[config.mk]
export PLATFORM = sky130hd
export DESIGN_NAME = cpu_6502_flat
export DESIGN_NICKNAME = d
export VERILOG_FILES = /design/src/rtl/cpu_6502_if.sv /design/src/rtl/cpu_6502.sv /design/src/flat_wrapper.sv
export SDC_FILE = /design/constraint.sdc
export NUM_CORES = 1
export LEC_CHECK = 0
export BUFFER_PORTS_ARGS = -buffer_cell sky130_fd_sc_hd__buf_2
export CELL_PAD_IN_SITES_DETAIL_PLACEMENT = 0
export CELL_PAD_IN_SITES_GLOBAL_PLACEMENT = 2
export CORE_MARGIN = 2
export CORE_UTILIZATION = 36
export CTS_CLUSTER_SIZE = 25
export DETAILED_ROUTE_END_ITERATION = 7
export PLACE_DENSITY = 0.83
export SETUP_SLACK_MARGIN = 0.5
export SLEW_MARGIN = 30
export SYNTH_ARGS = -nofsm -noshare
export SYNTH_HDL_FRONTEND = slang
export SYNTH_SLANG_ARGS = --single-unit
[constraint.sdc]
create_clock -name clk -period 3.25 [get_ports clk]
set_clock_uncertainty 0.2 [all_clocks]
set_input_delay 0.8125 -clock clk [delete_from_list [all_inputs] [get_ports clk]]
set_output_delay 0.8125 -clock clk [all_outputs]
set_load 0.01 [all_outputs]
[src/rtl/cpu_6502_if.sv]
// Memory bus between the cpu_6502 core and main RAM: address, read data, write data, write enable.
// The core samples di at the rising edge that ends each bus cycle.
interface cpu_6502_if;
    logic [15:0] ab;
    logic [7:0]  di;
    logic [7:0]  dout;
    logic        we;

    modport master (output ab, output dout, output we, input di);
    modport slave  (input ab, input dout, input we, output di);
endinterface

[src/rtl/cpu_6502.sv]
// Minimal 6502 core: LDA/LDX/LDY/STA/STX/STY in immediate, zero-page and absolute modes.
// States:  T0 | opcode fetch    T1 | operand fetch    T2 | address high byte    EX | data access at EA
module cpu_6502 (
    input  logic       clk,
    input  logic       reset,
    cpu_6502_if.master bus
);
    typedef enum logic [1:0] {T0, T1, T2, EX} state_t;
    typedef enum logic [1:0] {M_IMM, M_ZP, M_ABS, M_UND} mode_t;

    localparam logic [1:0] R_A = 2'd0;
    localparam logic [1:0] R_X = 2'd1;
    localparam logic [1:0] R_Y = 2'd2;

    state_t      state;
    mode_t       mode;
    logic        is_store;
    logic [1:0]  rsel;
    logic [7:0]  src;
    logic        load_en;
    logic [7:0]  a, x, y, ir, ea_lo;
    logic [15:0] pc, pc_inc;
    logic        flag_n, flag_z;

    assign pc_inc = pc + 16'd1;

    always_comb begin
        mode     = M_UND;
        is_store = 1'b0;
        rsel     = R_A;
        case (ir)
            8'hA9: begin mode = M_IMM; rsel = R_A; end
            8'hA2: begin mode = M_IMM; rsel = R_X; end
            8'hA0: begin mode = M_IMM; rsel = R_Y; end
            8'hA5: begin mode = M_ZP;  rsel = R_A; end
            8'hA6: begin mode = M_ZP;  rsel = R_X; end
            8'hA4: begin mode = M_ZP;  rsel = R_Y; end
            8'hAD: begin mode = M_ABS; rsel = R_A; end
            8'hAE: begin mode = M_ABS; rsel = R_X; end
            8'hAC: begin mode = M_ABS; rsel = R_Y; end
            8'h85: begin mode = M_ZP;  rsel = R_A; is_store = 1'b1; end
            8'h86: begin mode = M_ZP;  rsel = R_X; is_store = 1'b1; end
            8'h84: begin mode = M_ZP;  rsel = R_Y; is_store = 1'b1; end
            8'h8D: begin mode = M_ABS; rsel = R_A; is_store = 1'b1; end
            8'h8E: begin mode = M_ABS; rsel = R_X; is_store = 1'b1; end
            8'h8C: begin mode = M_ABS; rsel = R_Y; is_store = 1'b1; end
            default: ;
        endcase
    end

    always_comb begin
        case (rsel)
            R_X:     src = x;
            R_Y:     src = y;
            default: src = a;
        endcase
    end

    // Both load paths take their value from di: the operand in T1, the memory byte in EX.
    assign load_en = (state == T1 && mode == M_IMM) || (state == EX && !is_store);

    // ab always holds the address of the cycle in progress, so in EX it is the full EA.
    always_ff @(posedge clk or negedge reset) begin
        if (!reset) begin
            state    <= T0;
            pc       <= 16'h0000;
            a        <= 8'h00;
            x        <= 8'h00;
            y        <= 8'h00;
            ir       <= 8'h00;
            ea_lo    <= 8'h00;
            flag_n   <= 1'b0;
            flag_z   <= 1'b0;
            bus.ab   <= 16'h0000;
            bus.we   <= 1'b0;
            bus.dout <= 8'h00;
        end else begin
            bus.we <= 1'b0;
            if (load_en) begin
                case (rsel)
                    R_X:     x <= bus.di;
                    R_Y:     y <= bus.di;
                    default: a <= bus.di;
                endcase
                flag_z <= (bus.di == 8'h00);
                flag_n <= bus.di[7];
            end
            case (state)
                T0: begin
                    ir     <= bus.di;
                    pc     <= pc_inc;
                    bus.ab <= pc_inc;
                    state  <= T1;
                end
                T1: begin
                    case (mode)
                        M_IMM: begin
                            pc     <= pc_inc;
                            bus.ab <= pc_inc;
                            state  <= T0;
                        end
                        M_ZP: begin
                            pc     <= pc_inc;
                            bus.ab <= {8'h00, bus.di};
                            state  <= EX;
                            if (is_store) begin
                                bus.we   <= 1'b1;
                                bus.dout <= src;
                            end
                        end
                        M_ABS: begin
                            ea_lo  <= bus.di;
                            pc     <= pc_inc;
                            bus.ab <= pc_inc;
                            state  <= T2;
                        end
                        default: begin
                            bus.ab <= pc;
                            state  <= T0;
                        end
                    endcase
                end
                T2: begin
                    pc     <= pc_inc;
                    bus.ab <= {bus.di, ea_lo};
                    state  <= EX;
                    if (is_store) begin
                        bus.we   <= 1'b1;
                        bus.dout <= src;
                    end
                end
                default: begin
                    bus.ab <= pc;
                    state  <= T0;
                end
            endcase
        end
    end
endmodule

[src/flat_wrapper.sv]
// flat-port wrapper written by rule: the top's interface ports become plain ports
module cpu_6502_flat 
  (clk, reset, bus_ab, bus_dout, bus_we, bus_di);
  cpu_6502_if bus_i ();
  input  logic clk;
  input  logic reset;
  output wire logic [$bits(bus_i.ab)-1:0] bus_ab;
  output wire logic [$bits(bus_i.dout)-1:0] bus_dout;
  output wire logic [$bits(bus_i.we)-1:0] bus_we;
  input wire logic [$bits(bus_i.di)-1:0] bus_di;
  assign bus_ab = bus_i.ab;
  assign bus_dout = bus_i.dout;
  assign bus_we = bus_i.we;
  assign bus_i.di = bus_di;
  cpu_6502 u_core (.clk(clk), .reset(reset), .bus(bus_i));
endmodule
==> impl_metrics.toml <==
[status]
status = "finished clean"

[cells_and_area]
area.growth.synth_to_final_pct = 24.15
design_area_um2 = 5423
fin_nets = 479
drive_gt1_share_pct = 35.28
antenna_cells = 0

[yosys]
synth.most_common_cell = "dfrtp_1"
syn_nets = 429
ys.flop_type = "dfrtp_1"
synth_seq_area_share_pct = 47.55
synth-async-reset-ratio_pct = 100.0
synth-edff-count = 0
synth.distinct_cells = 60
synth_warnings = 0
netlist_area_um2 = 4368
avgSynthCellArea_um2 = 10.73
yosysTopAreaCellShare_pct = 47.55
synthTopCellsByArea = "dfrtp_1 (48%), mux2_2 (12%), xnor2_1 (3.8%), ha_1 (3.4%), nand2_1 (2.4%)"
synthCells = 407
yosys-top-cells-count = "dfrtp_1 (83), mux2_2 (45), nand2_1 (28)"
yosys.area.top_type = "dfrtp_1"
ys_seq_elements = 83

[global_route]
antenna_found_initial = 0
grt_max_degree = 49
grtUsageTotal_pct = 18.35
grt_pass1_vias = 3491
overflow = 0
grt_pass1_wl_um = 18530

[timing]
fmax_mhz = 353.5
setup_slack_ns = 0.4214
slew_viol_final = 0
min_period_over_period_pct = 87.03
hold_ws_ns = 0.2730
fin_crit_ns = 2.829
tightest_slew_ns = 0.8752
setup_viol = 0
rsz0062_at_grt = "yes"
relSlewSlack_pct = 41.66
tns_ns = 0
final-hold-violation-count = 0

[routing]
final_antenna_net_count = 0
drc = 0
wl_per_cell_um = 18.56
vias = 3386
dr.pass1.iters = 5
drtIter0Drc = 215
routed_wl_um = 11300
routed_via_density = 5.560

[die]
die_area_um2 = 13030
row_count = 40
die_w_um = 114.2
initial_utilization_pct = 36.67
die_y_um = 114.2
core_area_um2 = 11910
ios = 35

[setup_path]
r2r-end = "u_core.bus.ab[9]"
r2r_setup_slack_ns = 0.42
r2r-start = "u_core.ir[6]"
worstSetupPathType = "register to register"
crit_path_max_fanout = 5
cpMostUsedCell = "buf_4"
crit_family = "simple AND/OR/NAND/NOR gates"
critPathSlowestCell = "or3b_4"
start_kind = "register"
worstPathRequired_ns = 3.28
crit_buf_inv = 2
worstRegToRegCells = 9
worst_setup_path_end_kind = "register"
cp-startpoint = "u_core.ir[6]"
worstPathArrival_ns = 2.86
path_cells = "or3b_4 > or3_4 > ha_4 > o211ai_1 > buf_4 > a311oi_4 > buf_4 > a211o_1 > a21o_1"
cpPeakStageDelay_ns = 0.44

[placement]
dp_hpwl_um = 7557
place_area_um2 = 4782
dp_slack_ns = 0.1367
place.gp.congestion = 0.8256
io_buffer_count = 34

[pwr]
vdd_drop_max_uv = 373.3
p_int_mw = 3.084
comb_power_share_pct = 46.7
sw_frac_of_total_pct = 38.77
power_mw = 5.037
seq_power_share_pct = 32.4
clkPwrFrac_pct = 21.0
power_per_cell_area_nw_per_um2 = 928.9
p_leak_nw = 2.306
power_switching_mw = 1.953

[cts]
clock_tree.root_cell = "clkbuf_16"
insertion_delay_ns = 0.34
cts_sinks = 83
htreeDepth = 3
cts_tree = "done"
cts_buffers = 9
ctsHoldBuffers = 0
cts.path.max_buffers = 2
path_clk_slew_ns = 0.07

[hold_path]
hp-class = "input pin to asynchronous set/reset pin"

[run]
maxCapViolCount = 0
-- state kept, by name, indices dropped and copies added (netlist names), 8 cells and up --
register	flops
u_core.a	8
u_core.bus.ab	16
u_core.bus.dout	8
u_core.ea_lo	8
u_core.ir	8
u_core.pc	16
u_core.x	8
u_core.y	8
-- layout by cell type (no fill, tap or decap), drive strengths merged, types with 4 or more instances in the layout --
master / netlist / routed
xnor2: 19 / 19
o211ai: 6 / 6
nand3b: 7 / 7
buf: 7 / 65
nand4: 8 / 8
a221o: 4 / 4
inv: 16 / 20
a21oi: 13 / 13
nand2: 31 / 31
mux2: 46 / 46
o41ai: 4 / 4
o21ai: 18 / 18
clkbuf: 20 / 9
a221oi: 6 / 6
ha: 12 / 12
nor2: 19 / 19
nor3: 4 / 4
a22oi: 11 / 11
nand3: 17 / 17
a211o: 4 / 4
nor4: 5 / 5
dfrtp: 83 / 83
-- cell type report --
cell class / instances / area [um^2]
Clock buffer: 9 / 225.2
Fill cell: 1128 / 6489
Inverter: 16 / 60.06
Tap cell: 147 / 183.9
Clock inverter: 7 / 80.08
Timing Repair Buffer: 65 / 432.9
Multi-Input combinational cell: 282 / 2364
Sequential cell: 83 / 2077
-- worst max-delay path by stage --
| stage | to | slack, ns | cells after the start |
|---|---|---|---|
| final | u_core.bus.ab[9] | 0.42 | 9 |
| after global routing | u_core.bus.ab[9] | 0.34 | 9 |
| after CTS | u_core.a[5] | 0.44 | 8 |
| after detailed placement | u_core.bus.ab[10] | 0.14 | 8 |
| after global placement | u_core.x[0] | 0.20 | 8 |
| after floorplan | u_core.bus.ab[10] | 0.33 | 9 |
-- power groups by stage --
stage               Sequential [mW]  Clock (mW)  Combinational [mW]
finish                         1.63        1.06                2.35
global route                   1.69        1.13                2.56
CTS                            1.62        1.08                2.06
detailed placement             1.63           0                1.93
global placement               1.62           0                1.91
floorplan                      1.58           0                1.37
-- through the flow --
stage               instances  utilization, %
finish                    609           45.53
global route              609           45.53
CTS                       600           43.56
detailed placement        579           40.15
global placement          579           40.15
floorplan                 407               -
-- metal layers --
metal  vias up  wire length [um]  track usage (%)
met4         0                69            3.089
met2        59              5618            31.19
met3         8               401            4.341
met1      1714              5210            24.30
li1       1605                 -                -
met5         -                 0                0
-- kinds of logic (layout without fill, tap and decap cells) --
family / count (synthesis) / count (layout) / synth area share, %
simple gates: 105 / 105 / 12.12
compound gates: 98 / 99 / 17.10
flops: 83 / 83 / 47.55
mux: 47 / 47 / 12.09
buf+inv: 43 / 97 / 3.896
xor+xnor: 19 / 19 / 3.810
fa+ha+maj: 12 / 12 / 3.437
-- timing repair --
item | CTS | global route
buffers inserted | 5 | 8
setup endpoints to repair | 53 | 47
cloned | 0 | 1
gates resized for setup | 11 | 26
pin swaps | 4 | 13
(Power assumes the default switching activity.)
